<file path="src/rtl/piso_serializer.sv">
// rtl/piso_serializer.sv - parallel-in serial-out transmitter with valid/ready load and framed serial output
module piso_serializer #(
    parameter int WIDTH     = 8,
    parameter int DIV       = 4,
    parameter bit MSB_FIRST = 1'b1
) (
    input  logic             clk,
    input  logic             reset,
    input  logic             en,
    input  logic [WIDTH-1:0] d,
    input  logic             d_valid,
    output logic             d_ready,
    output logic             sdo,
    output logic             sframe,
    output logic             done
);
    localparam int BIT_W = $clog2(WIDTH);
    localparam int DIV_W = (DIV > 1) ? $clog2(DIV) : 1;
    localparam logic [BIT_W-1:0] BIT_LAST = BIT_W'(WIDTH - 1);
    localparam logic [DIV_W-1:0] DIV_LAST = DIV_W'(DIV - 1);

    typedef enum logic {IDLE, SHIFT} state_t;

    state_t           state_q, state_d;
    logic [WIDTH-1:0] shift_q, shift_d;
    logic [BIT_W-1:0] bit_q, bit_d;
    logic [DIV_W-1:0] div_q, div_d;
    logic             sdo_q, sdo_d;
    logic             sframe_q, sframe_d;
    logic             done_q, done_d;
    logic [WIDTH-1:0] shift_next;
    logic             next_bit;

    assign d_ready = reset & en & (state_q == IDLE);
    assign sdo     = sdo_q;
    assign sframe  = sframe_q;
    assign done    = done_q;

    // en low freezes every register, which also stretches the current bit period
    always_ff @(posedge clk) begin
        if (!reset) begin
            state_q  <= IDLE;
            shift_q  <= '0;
            bit_q    <= '0;
            div_q    <= '0;
            sdo_q    <= 1'b0;
            sframe_q <= 1'b0;
            done_q   <= 1'b0;
        end else if (en) begin
            state_q  <= state_d;
            shift_q  <= shift_d;
            bit_q    <= bit_d;
            div_q    <= div_d;
            sdo_q    <= sdo_d;
            sframe_q <= sframe_d;
            done_q   <= done_d;
        end
    end

    always_comb begin
        state_d    = state_q;
        shift_d    = shift_q;
        bit_d      = bit_q;
        div_d      = div_q;
        sdo_d      = sdo_q;
        sframe_d   = sframe_q;
        done_d     = 1'b0;
        shift_next = MSB_FIRST ? (shift_q << 1) : (shift_q >> 1);
        next_bit   = MSB_FIRST ? shift_q[WIDTH-2] : shift_q[1];
        case (state_q)
            IDLE: begin
                sdo_d    = 1'b0;
                sframe_d = 1'b0;
                if (d_valid && d_ready) begin
                    // first bit goes out on sdo in the cycle right after the load edge
                    state_d  = SHIFT;
                    shift_d  = d;
                    bit_d    = '0;
                    div_d    = '0;
                    sdo_d    = MSB_FIRST ? d[WIDTH-1] : d[0];
                    sframe_d = 1'b1;
                end
            end
            SHIFT: begin
                if (div_q == DIV_LAST) begin
                    div_d = '0;
                    if (bit_q == BIT_LAST) begin
                        state_d  = IDLE;
                        bit_d    = '0;
                        shift_d  = '0;
                        sdo_d    = 1'b0;
                        sframe_d = 1'b0;
                        done_d   = 1'b1;
                    end else begin
                        bit_d   = bit_q + 1'b1;
                        shift_d = shift_next;
                        sdo_d   = next_bit;
                    end
                end else begin
                    div_d = div_q + 1'b1;
                end
            end
            default: state_d = IDLE;
        endcase
    end
endmodule

</file>
<file path="config.mk">
export PLATFORM = sky130hd
export DESIGN_NAME = piso_serializer
export DESIGN_NICKNAME = d
export VERILOG_FILES = /design/src/rtl/piso_serializer.sv
export SDC_FILE = /design/constraint.sdc
export NUM_CORES = 1
export LEC_CHECK = 0
export ABC_CLOCK_PERIOD_IN_PS = 1100
export BUFFER_PORTS_ARGS = -buffer_cell sky130_fd_sc_hd__buf_2
export CAP_MARGIN = 0
export CORE_UTILIZATION = 47
export DETAILED_ROUTE_END_ITERATION = 12
export GPL_ROUTABILITY_DRIVEN = 0
export PLACE_DENSITY = 0.79
export SLEW_MARGIN = 20
export SYNTH_ARGS = -nofsm -noshare
export SYNTH_HDL_FRONTEND = slang
export SYNTH_SLANG_ARGS = --single-unit
</file>
<file path="constraint.sdc">
create_clock -name clk -period 1.1 [get_ports clk]
set_input_delay 0.22 -clock clk [delete_from_list [all_inputs] [get_ports clk]]
set_output_delay 0.22 -clock clk [all_outputs]
set_load 0.05 [all_outputs]
</file>
# Word level (Yosys, flattened, before mapping)
# Index checks and enable logic that the tools add are counted.
# Widths: inputs -> output; s select.
# totals
regBits	16
in_bits	12
out_inout_bits	4
elab_cells	47
# op_classes
addsub	2
n_eq_ne	5
n_mux	25
n_bitwise	3
n_reduce_logical	5
# ops
op	count
$mux 7	3
$pmux 7 s2	1
$mux 1	11
$mux 3	3
$ne 2x1->1 const B	3
$pmux 1 s2	3
$pmux 3 s2	1
$reduce_and 3->1	2
$mux 2	2
$pmux 2 s2	1
$reduce_and 2->1	2
$add 3x1->3 const B	1
$eq 3x3->1 const B	1
$add 2x1->2 const B	1
$and 1x1->1	2
$eq 2x2->1 const B	1
$logic_and 1x1->1	1
$not 1->1	1

# Longest topological paths before layout
# depth
word_depth	5
ltp_mapped	5
depth_no_buf	5

# Worst setup path before layout
# OpenSTA, ideal clock, no wires.
# synth_path
path_type	reg-to-output
from	register state_q
to	output d_ready
arrival_time_ps	1706
t_required_ps	880
setup_slack_ps	-826
stages_incl_launch_ff	4
n_path_buf	2
cell_sequence	dfxtp_1 > buf_6 > buf_6 > nor3_1
# synth_via
elab_chain_len	2
# synth_lines
element	line	text
start, declared	24	state_t state_q, state_d;
start signal, assigned	50	state_q <= state_d;
$not 1->1	n/a	
$and 1x1->1	34	assign d_ready = reset & en & (state_q == IDLE);
end, declared	12	output logic d_ready,
# Every way passes these cells.

# Final worst setup path
# Same ends and word-level chain as after synthesis.

==> run summary <==
Cell variety after synth: 31
maxcap violations: 0
xor/xnor share of the synthesized area: 0
status: complete, but fails checks
ant diodes: 0
Clock transition at path regs: 0.10 ns
pwr/cell area: 1020 nW/um^2
first-pass GRT wire length: 4.19 mm
antenna viol nets, final: 0
Synthesized Nets: 113
failing checks: setup timing
die height: 44.3 um
Hold Fails Final Rpt: 0
DRT Pass-1 Iters: 4
Area growth, synth to finish: 56.4%
number of H-tree levels: 1
Ys Warns: 0
WS Path Type: reg -> out
register area share after synthesis: 0.381
largest family of logic cells by synthesized area: simple AND/OR/NAND/NOR gates
DP HPWL: 1.53 mm
number of port buffers: 15
Final Max Tran Viols: 0
worst path required time: 0.88 ns
vias per cell: 6.12
Setup Skew: 0.00863 ns
Power Total: 0.00134 W
LEAKAGE: 0.516 nW
Critical Path AT: 1.05 ns
CP Max Fanout: 2
Initial Util: 0.527
DP Cell Count: 145
Worst-Skew Late Latency: 0.30 ns
Compound-Gate Fraction of Synth Area: 0.219
Hold WC Path Type: in -> reg
final worst slack: -0.172 ns
Synth Area in Adders: 0.0595
Slew HR: 0.848
Final Critical Period: 1.27 ns
TritonCTS clock tree: built
Initial DRC Count: 34
crit path launch: state_q
cell row count: 14
total clock sinks: 16
boundary pin count: 16
number of nets in the layout: 148
share of cells above drive strength 1: 0.588
Die X-Extent: 44.3 um
pre-CTS WS: -0.217 ns
FMAX: 786 MHz
Fill cells: 101
Clock Tree Buf Depth: 2
routed len/inst: 17.7 um
post-synthesis cell area: 841 um^2
GRT overflow: 0
RSZ-0062 raised after global routing: yes
reg-to-reg startpoint: bit_q[1]
Syn Area/Cell: 8.67 um^2
flops & latches, synth: 16
Core Box Area: 1590 um^2
via count: 948
crit start category: flip-flop
mux cell area share after synthesis: 0
Peak VDD IR: 0.000788 V
GRT Total Usage: 0.303
initial antenna violation count: 0
DRC: 0
WHS: 0.175 ns
vias in the first global route: 915
fin crit share: 1.16
Num CTS Buffers: 3
Worst Max-Slew Pin Slew: 0.227 ns
fin cells: 155
Worst setup EP type: primary output
largest net degree at the start of global routing: 16
cell count after synthesis: 97
WL final: 2.74 mm
final setup violation count: 14
HP Start: reset
Die ar.: 1960 um^2
Synth Area in Simple Gates: 0.271
root buf cell: clkbuf_4
-- routing by layer --
layer	GRT usage	vias up	routed length [um]
li1	-	424	-
met1	0.352	454	1080
met2	0.524	55	1350
met3	0.0571	15	197
met4	0.158	0	119
met5	0	-	0
-- kinds of logic (layout without fill, tap and decap cells) --
kind of cell             Yosys count  after routing
flip-flops                        16             16
AO/OA/AOI/OAI                     29             29
adder cells (fa/ha/maj)            4              4
AND/OR/NAND/NOR                   38             38
buffers and inverters             10             44
-- worst paths after layout --
check | to | slack [ns] | cells past startpoint
worst min-delay path | shift_q[0] | 0.18 | 2
worst min register to register | done | 0.49 | 2
worst max register to register | shift_q[2] | -0.17 | 5
worst max-delay path | d_ready | -0.17 | 3
-- layout by cell type (no fill, tap or decap), types with 3 or more instances in the layout --
master / count
nand2_1: 4
a31oi_1: 3
buf_2: 11
dfxtp_1: 10
a21oi_1: 5
and2b_1: 5
a211oi_2: 4
buf_6: 9
nor3_2: 6
a21oi_2: 5
nand3_1: 5
clkbuf_4: 3
ha_4: 4
buf_4: 16
dfxtp_2: 5
inv_1: 3
-- state kept, by name, indices dropped and copies added (netlist names) --
signal,cells
bit_q,3
div_q,2
done,1
sdo,1
sframe,1
shift_q,7
state_q,1
-- power by group --
group          switching [W]  internal [W]  total [W]
combinational       0.000158      0.000142   0.000300
sequential         0.0000222      0.000603   0.000625
clock               0.000210      0.000202   0.000412
total               0.000389      0.000947    0.00134
-- critical path: stages (launching register included) --
cell	delay [ns]
dfxtp_4	0.36
buf_6	0.12
nor3_4	0.11
buf_6	0.18
-- synth_stat cells --
library cell,instances,share of area
a211oi_1,6,0.054
a21boi_0,2,0.018
a21oi_1,10,0.060
a311oi_1,1,0.010
a31oi_1,4,0.030
a32oi_1,2,0.021
and2b_1,5,0.045
and2b_2,2,0.021
and3_1,1,0.0074
and4b_1,1,0.012
buf_2,2,0.012
buf_4,1,0.0089
buf_6,2,0.027
clkbuf_1,1,0.0045
dfxtp_1,16,0.38
ha_1,4,0.060
inv_1,4,0.018
nand2_1,5,0.022
nand2b_1,1,0.0074
nand3_1,5,0.030
nand3_2,1,0.012
nand3b_1,2,0.018
nand4_1,1,0.0074
nand4b_1,1,0.010
nor2_1,3,0.013
nor2b_1,1,0.0074
nor3_1,7,0.042
o21a_1,1,0.0089
o21ai_0,3,0.018
or2b_1,1,0.0089
or3_1,1,0.0074
-- what timing repair did --
item,CTS,global route
endpoints found under the setup margin,16,19
hold buffers,0,0
pin swaps,12,8
buffers inserted,6,0
resized for setup,21,17
-- stage by stage --
step | util | setup TNS, ns | area [um^2]
4_1_cts | 0.785 | -1.19 | 1250
6_report | 0.825 | -1.55 | 1320
2_1_floorplan | - | -0.373 | 937
5_1_grt | 0.825 | -2.21 | 1320
3_5_place_dp | 0.695 | -1.75 | 1110
3_3_place_gp | 0.695 | -1.20 | 1110
-- final cells by class --
type                       instances  area [um^2]  area share
sequential                        16          330       0.251
inverter                           4         15.0      0.0114
timing repair buffer              36          277       0.210
multi-input combinational         71          627       0.477
clock buffer                       4         36.3      0.0276
tap                               24         30.0      0.0228
Note: power is estimated with default switching activity, not from simulation.
